==> config.mk <==
export PLATFORM = sky130hd
export DESIGN_NAME = seg7_scan_driver
export DESIGN_NICKNAME = d
export VERILOG_FILES = /design/src/rtl/seg7_scan_driver_pkg.sv /design/src/rtl/seg7_hex_decode.sv /design/src/rtl/seg7_scan_driver.sv
export SDC_FILE = /design/constraint.sdc
export NUM_CORES = 1
export LEC_CHECK = 0
export CAP_MARGIN = 20
export CELL_PAD_IN_SITES_DETAIL_PLACEMENT = 0
export CELL_PAD_IN_SITES_GLOBAL_PLACEMENT = 1
export CORE_UTILIZATION = 25
export CTS_CLUSTER_SIZE = 14
export DETAILED_ROUTE_END_ITERATION = 10
export PLACE_DENSITY = 0.48
export SYNTH_ARGS = -nofsm -noshare
export SYNTH_HDL_FRONTEND = slang
export SYNTH_SLANG_ARGS = --single-unit
export TNS_END_PERCENT = 10
==> constraint.sdc <==
create_clock -name sys_clock -period 3.82 [get_ports sys_clock]
set_input_delay 0.382 -clock sys_clock [delete_from_list [all_inputs] [get_ports sys_clock]]
set_output_delay 0.382 -clock sys_clock [all_outputs]
set_load 0.005 [all_outputs]
==> src/rtl/seg7_scan_driver_pkg.sv <==
// seg7_scan_driver_pkg: shared constants, scan-state enum and hex segment table
package seg7_scan_driver_pkg;

  localparam int NUM_DIGITS = 4;

  typedef enum logic {
    BLANK = 1'b0,
    DRIVE = 1'b1
  } scan_state_t;

  // Active-high gfedcba patterns, entry 15 first so HEX_SEG[n] is digit n
  localparam logic [15:0][6:0] HEX_SEG = {
    7'b1110001,  // F
    7'b1111001,  // E
    7'b1011110,  // d
    7'b0111001,  // C
    7'b1111100,  // b
    7'b1110111,  // A
    7'b1101111,  // 9
    7'b1111111,  // 8
    7'b0000111,  // 7
    7'b1111101,  // 6
    7'b1101101,  // 5
    7'b1100110,  // 4
    7'b1001111,  // 3
    7'b1011011,  // 2
    7'b0000110,  // 1
    7'b0111111   // 0
  };

endpackage

==> src/rtl/seg7_hex_decode.sv <==
// seg7_hex_decode: nibble to active-high 7-segment pattern (bit0 = a .. bit6 = g)
module seg7_hex_decode
  import seg7_scan_driver_pkg::*;
(
  input  logic [3:0] nibble,
  output logic [6:0] seg
);

  assign seg = HEX_SEG[nibble];

endmodule

==> src/rtl/seg7_scan_driver.sv <==
// seg7_scan_driver: 4-digit multiplexed 7-segment scanner with blanking and frame-latched value
module seg7_scan_driver
  import seg7_scan_driver_pkg::*;
#(
  parameter int SCAN_DIV    = 256,
  parameter int DRIVE_TICKS = 3,
  parameter int BLANK_TICKS = 1,
  parameter bit ACTIVE_LOW  = 1'b1
) (
  input  logic                      sys_clock,
  input  logic                      sys_reset,
  input  logic                      load,
  input  logic [4*NUM_DIGITS-1:0]   value_in,
  input  logic [NUM_DIGITS-1:0]     dp_in,
  input  logic [NUM_DIGITS-1:0]     en_in,
  output logic [6:0]                seg_out,
  output logic                      dp_out,
  output logic [NUM_DIGITS-1:0]     digit_out,
  output logic                      frame_done
);

  localparam int PSW  = $clog2(SCAN_DIV);
  localparam int MAXT = DRIVE_TICKS > BLANK_TICKS ? DRIVE_TICKS : BLANK_TICKS;
  localparam int PHW  = $clog2(MAXT + 1);

  logic [PSW-1:0]            prescale;
  logic [PHW-1:0]            phase, phase_nxt;
  logic [1:0]                idx, idx_nxt;
  scan_state_t               state, state_nxt;
  logic [4*NUM_DIGITS-1:0]   pend_value, shadow_value, value_nxt;
  logic [NUM_DIGITS-1:0]     pend_dp, shadow_dp, dp_nxt;
  logic [NUM_DIGITS-1:0]     pend_en, shadow_en, en_nxt;
  logic                      tick, phase_end, boundary, drive_on;
  logic [3:0]                nibble;
  logic [6:0]                seg_raw;

  seg7_hex_decode u_dec (
    .nibble (nibble),
    .seg    (seg_raw)
  );

  assign tick       = prescale == PSW'(SCAN_DIV - 1);
  assign frame_done = boundary;

  // Next-state of the scan FSM; idx names the digit of the upcoming/current DRIVE and steps when a DRIVE ends
  always_comb begin
    phase_end = state == DRIVE ? phase == PHW'(DRIVE_TICKS - 1) : phase == PHW'(BLANK_TICKS - 1);
    boundary  = tick && state == BLANK && phase_end && idx == 2'd0;
    state_nxt = tick && phase_end ? (state == BLANK ? DRIVE : BLANK) : state;
    phase_nxt = tick ? (phase_end ? '0 : phase + PHW'(1)) : phase;
    idx_nxt   = tick && phase_end && state == DRIVE ? idx + 2'd1 : idx;
    value_nxt = boundary ? (load ? value_in : pend_value) : shadow_value;
    dp_nxt    = boundary ? (load ? dp_in : pend_dp) : shadow_dp;
    en_nxt    = boundary ? (load ? en_in : pend_en) : shadow_en;
    nibble    = value_nxt[{idx_nxt, 2'b00} +: 4];
    drive_on  = state_nxt == DRIVE && en_nxt[idx_nxt];
  end

  // Pending registers: last load before a frame boundary wins
  always_ff @(posedge sys_clock) begin
    if (sys_reset) begin
      pend_value <= '0;
      pend_dp    <= '0;
      pend_en    <= '0;
    end else if (load) begin
      pend_value <= value_in;
      pend_dp    <= dp_in;
      pend_en    <= en_in;
    end
  end

  // Prescaler, scan FSM, frame shadow and registered pin drivers (pins follow next-state so they move one cycle after the tick)
  always_ff @(posedge sys_clock) begin
    if (sys_reset) begin
      prescale     <= '0;
      phase        <= '0;
      idx          <= '0;
      state        <= BLANK;
      shadow_value <= '0;
      shadow_dp    <= '0;
      shadow_en    <= '0;
      seg_out      <= {7{ACTIVE_LOW}};
      dp_out       <= ACTIVE_LOW;
      digit_out    <= {NUM_DIGITS{ACTIVE_LOW}};
    end else begin
      prescale     <= tick ? '0 : prescale + PSW'(1);
      phase        <= phase_nxt;
      idx          <= idx_nxt;
      state        <= state_nxt;
      shadow_value <= value_nxt;
      shadow_dp    <= dp_nxt;
      shadow_en    <= en_nxt;
      seg_out      <= {7{ACTIVE_LOW}} ^ (drive_on ? seg_raw : 7'd0);
      dp_out       <= ACTIVE_LOW ^ (drive_on & dp_nxt[idx_nxt]);
      digit_out    <= {NUM_DIGITS{ACTIVE_LOW}} ^ (drive_on ? NUM_DIGITS'(1) << idx_nxt : '0);
    end
  end

endmodule

==> flow_metrics.py, run 1 <==
metrics = {
    "run_status": {
        "run_status": "finished, final reports clean",
    },
    "worst_setup_path": {
        "path_cells": "ha_1 -> and3_2 -> nand2_1 -> nor2_1 -> ha_1 -> xor2_4 -> buf_4 -> mux2_2 -> mux4_2 -> or2b_1 -> a21oi_1 -> o21ai_1",
        "critPathLaunchType": "register",
        "end_kind": "register",
        "slowest_delay_ns": 0.56,
        "critPathMaxFanout": 12,
        "r2r_cells": 12,
        "ff2ff_setup_slack_ns": 0.48,
        "arrival_ns": 3.56,
        "path_common_cell": "ha_1",
        "slowest_stage": "mux4_2",
        "crit_type": "reg2reg",
        "cp.required_ns": 4.04,
        "rr_endpoint": "seg_out[0]",
        "rr_startpoint": "prescale[0]",
    },
    "synth": {
        "synth_top_area_share_pct": 46.6,
        "netlist_instances": 314,
        "synth_edf_count": 0,
        "async_flop_share_pct": 0,
        "synth_nets": 352,
        "synth_area_per_cell_um2": 9.99,
        "yosysTopAreaCell": "dfxtp_1",
        "synth_warnings": 0,
        "yosys-top-cells-area": "dfxtp_1 47%, mux2i_1 13%, nor2_1 6.7%, ha_1 4.4%, a211oi_1 2.9%",
        "synthesis.area_um2": 3140,
        "ys_seq_elements": 73,
        "yosysSeqAreaShare_pct": 46.6,
        "synth_flop_cell": "dfxtp_1",
        "synth_cell_types": 40,
    },
    "timing": {
        "drv_slew": 0,
        "whs_ns": 0.251,
        "rsz0062_at_grt": "no",
        "period_share_pct": 87.5,
        "skew_ns": 0.00403,
        "clock.fmax_ghz": 0.299,
        "setup_violations": 0,
        "finalHoldViolations": 0,
        "setup-tns-final_ns": 0,
        "period_minus_slack_ns": 3.34,
        "maxSlewHeadroom_pct": 56.6,
        "tightest_slew_ns": 0.651,
    },
    "power": {
        "power.leakage_nw": 1.55,
        "finalPower_mw": 1.78,
        "ir_drop_mv": 0.181,
        "power.density_nw_per_um2": 445,
    },
    "route": {
        "wl_met2_um": 2820,
        "top_layer": "met4",
        "postRouteAntennaNets": 0,
        "drtPass1Iterations": 4,
        "wl_met1_um": 3340,
        "post_drt_via_cell_ratio": 4.15,
        "drt-total-wl_um": 6600,
        "drtIter0Drc": 56,
        "wire_per_inst_um": 12.6,
        "wl_met3_um": 295,
        "drc": 0,
        "vias": 2180,
    },
    "floorplan": {
        "die_area_um2": 13000,
        "pin_count": 40,
        "num_rows": 40,
        "fp.dieW_um": 114,
        "start_util_pct": 25.9,
        "fp.coreArea_um2": 12100,
        "die_h_um": 114,
    },
    "layout": {
        "n_fill_cell": 1294,
        "fin_area_um2": 4000,
        "area_growth_pct": 27.6,
        "diodes": 0,
        "regArea_um2": 1460,
        "multi_input_comb_area_um2": 1520,
        "layout-drive-gt1-share_pct": 11.8,
        "num-nets-final": 390,
    },
    "global_routing": {
        "grt_antenna_before_repair": 0,
        "grt_pass1_vias": 2144,
        "grt_pass1_wl_um": 11200,
        "gr-total-overflow": 0,
        "grt_start_max_net_pins": 61,
        "track_usage_pct": 11.5,
    },
    "clocking": {
        "cts_buffers": 9,
        "htreeDepth": 3,
        "post_cts.repair.setup_buffers": 0,
        "clock_path_buffers": 2,
        "cts_resized": 0,
        "cts_hold_buf": 0,
        "cts_tree": "built",
        "clk_latency_ns": 0.34,
        "cts_root_buf": "clkbuf_16",
        "clkSinkCount": 73,
        "clkSlewWorstSetupHoldPaths_ns": 0.06,
    },
    "min_path": {
        "whs_path_depth": 2,
        "min_delay_worst_endpoint": "state",
        "min_from": "sys_reset",
        "hp-class": "in2reg",
    },
    "place": {
        "place.gp.congestion": 0.712,
        "io_buffers": 39,
        "placed_area_um2": 3670,
        "dpl.hpwl_um": 4420,
    },
    "run": {
        "drv_cap": 0,
    },
}
==> synthesized netlist by cell type (2+ instances only) <==
library cell  instances
and3_1                5
buf_4                 2
o221ai_1              2
xnor2_1               4
mux2_4                2
nor2b_1               3
nand3_1               4
buf_6                 2
o21ai_1               2
clkbuf_1             12
nand2_1              21
buf_2                 2
o21ai_0              10
nor3_1                4
dfxtp_1              73
inv_1                12
mux2_2                8
a21oi_1               3
mux4_2                4
ha_1                 11
a211oi_1             12
xor2_1                2
nor2_1               56
o211ai_1              2
mux2i_1              41
==> cell families (layout without fill, tap and decap cells) <==
logic type                 count (synthesis)  count (layout)  synth area share, %
AOI/OAI and AO/OA                         35              35                 7.50
xor gates and xnor gates                   7               7                 2.55
adders and majority gates                 11              11                 4.39
buffers and inverters                     31              74                 5.03
DFF                                       73              73                 46.6
muxes                                     55              55                 19.8
and+or+nand+nor                          102             102                 14.2
==> layout make-up <==
| cell class | instances | area share, % |
|---|---|---|
| clock inverters | 1 | 0.750 |
| multi-input cells | 210 | 38.0 |
| repair buffers | 46 | 10.9 |
| well taps | 168 | 5.25 |
| inverters | 12 | 1.13 |
| clock buffers | 15 | 7.44 |
| flip-flops and latches | 73 | 36.5 |
==> registers in the layout, indices dropped and copies added (netlist names) <==
register / count
prescale: 8
seg_out: 7
state: 1
pend_value: 16
shadow_value: 16
digit_out: 4
shadow_dp: 4
pend_dp: 4
idx: 2
dp_out: 1
phase: 2
shadow_en: 4
pend_en: 4
==> routing by layer <==
metal | global-route usage (%) | vias to the layer above
met2 | 16.7 | 35
met3 | 4.14 | 8
li1 | - | 1147
met1 | 14.8 | 990
met5 | 0 | -
met4 | 6.23 | 0
==> placed cells by master (no fill, tap or decap), types with 4 or more instances in the layout <==
cell,instances
a211oi_1,12
and3_1,4
buf_4,7
clkbuf_16,9
clkbuf_8,5
clkdlybuf4s50_1,38
dfxtp_1,73
ha_1,11
inv_1,12
mux2_2,8
mux2i_1,41
mux4_2,4
nand2_1,21
nand3_1,4
nor2_1,56
nor3_1,4
o21ai_0,10
xnor2_1,4
==> worst max-delay path, delay by kind of cell, from the launching register on <==
kind | cells | cell delay (ns)
adders and majority gates | 2 | 0.51
and+or+nand+nor | 4 | 0.78
xor gates and xnor gates | 1 | 0.21
buffers and inverters | 1 | 0.25
DFF | 1 | 0.34
AOI/OAI and AO/OA | 2 | 0.23
muxes | 2 | 0.91
==> stage by stage <==
stage | worst slack (ns) | utilization, % | cells
after CTS | 0.438 | 33.0 | 525
after global routing | 0.206 | 33.0 | 525
after detailed placement | 0.447 | 30.3 | 509
after floorplan | 0.525 | - | 314
final | 0.477 | 33.0 | 525
after global placement | 0.528 | 30.3 | 509
==> how the worst max path moves through the flow <==
stage	from	end	slack [ns]
6_report	prescale[0]	seg_out[0]	0.48
5_1_grt	prescale[0]	seg_out[0]	0.21
4_1_cts	prescale[0]	seg_out[0]	0.44
3_5_place_dp	prescale[0]	seg_out[0]	0.45
3_3_place_gp	prescale[0]	seg_out[0]	0.53
2_1_floorplan	prescale[0]	seg_out[1]	0.53
==> power by group <==
group / total (mW) / internal [mW] / switching [mW]
combinational: 0.0883 / 0.0463 / 0.0420
clock: 0.908 / 0.595 / 0.313
sequential: 0.784 / 0.779 / 0.00479
total: 1.78 / 1.42 / 0.360
(Power assumes the default switching activity.)
==> inputs of run 2 (changes only) <==
--- a/config.mk
+++ b/config.mk
@@ -8,6 +8,7 @@
 export CAP_MARGIN = 20
 export CELL_PAD_IN_SITES_DETAIL_PLACEMENT = 0
 export CELL_PAD_IN_SITES_GLOBAL_PLACEMENT = 1
+export CORE_MARGIN = 1
 export CORE_UTILIZATION = 25
 export CTS_CLUSTER_SIZE = 14
 export DETAILED_ROUTE_END_ITERATION = 10
==> results of run 2 <==
Final layout, timing and power as in run 1 (identical DEF).
==> inputs of run 3 (changes only) <==
--- a/config.mk
+++ b/config.mk
@@ -8,7 +8,6 @@
 export CAP_MARGIN = 20
 export CELL_PAD_IN_SITES_DETAIL_PLACEMENT = 0
 export CELL_PAD_IN_SITES_GLOBAL_PLACEMENT = 1
-export CORE_MARGIN = 1
 export CORE_UTILIZATION = 25
 export CTS_CLUSTER_SIZE = 14
 export DETAILED_ROUTE_END_ITERATION = 10
==> results of run 3 <==
Final layout, timing and power as in run 1 (identical DEF).
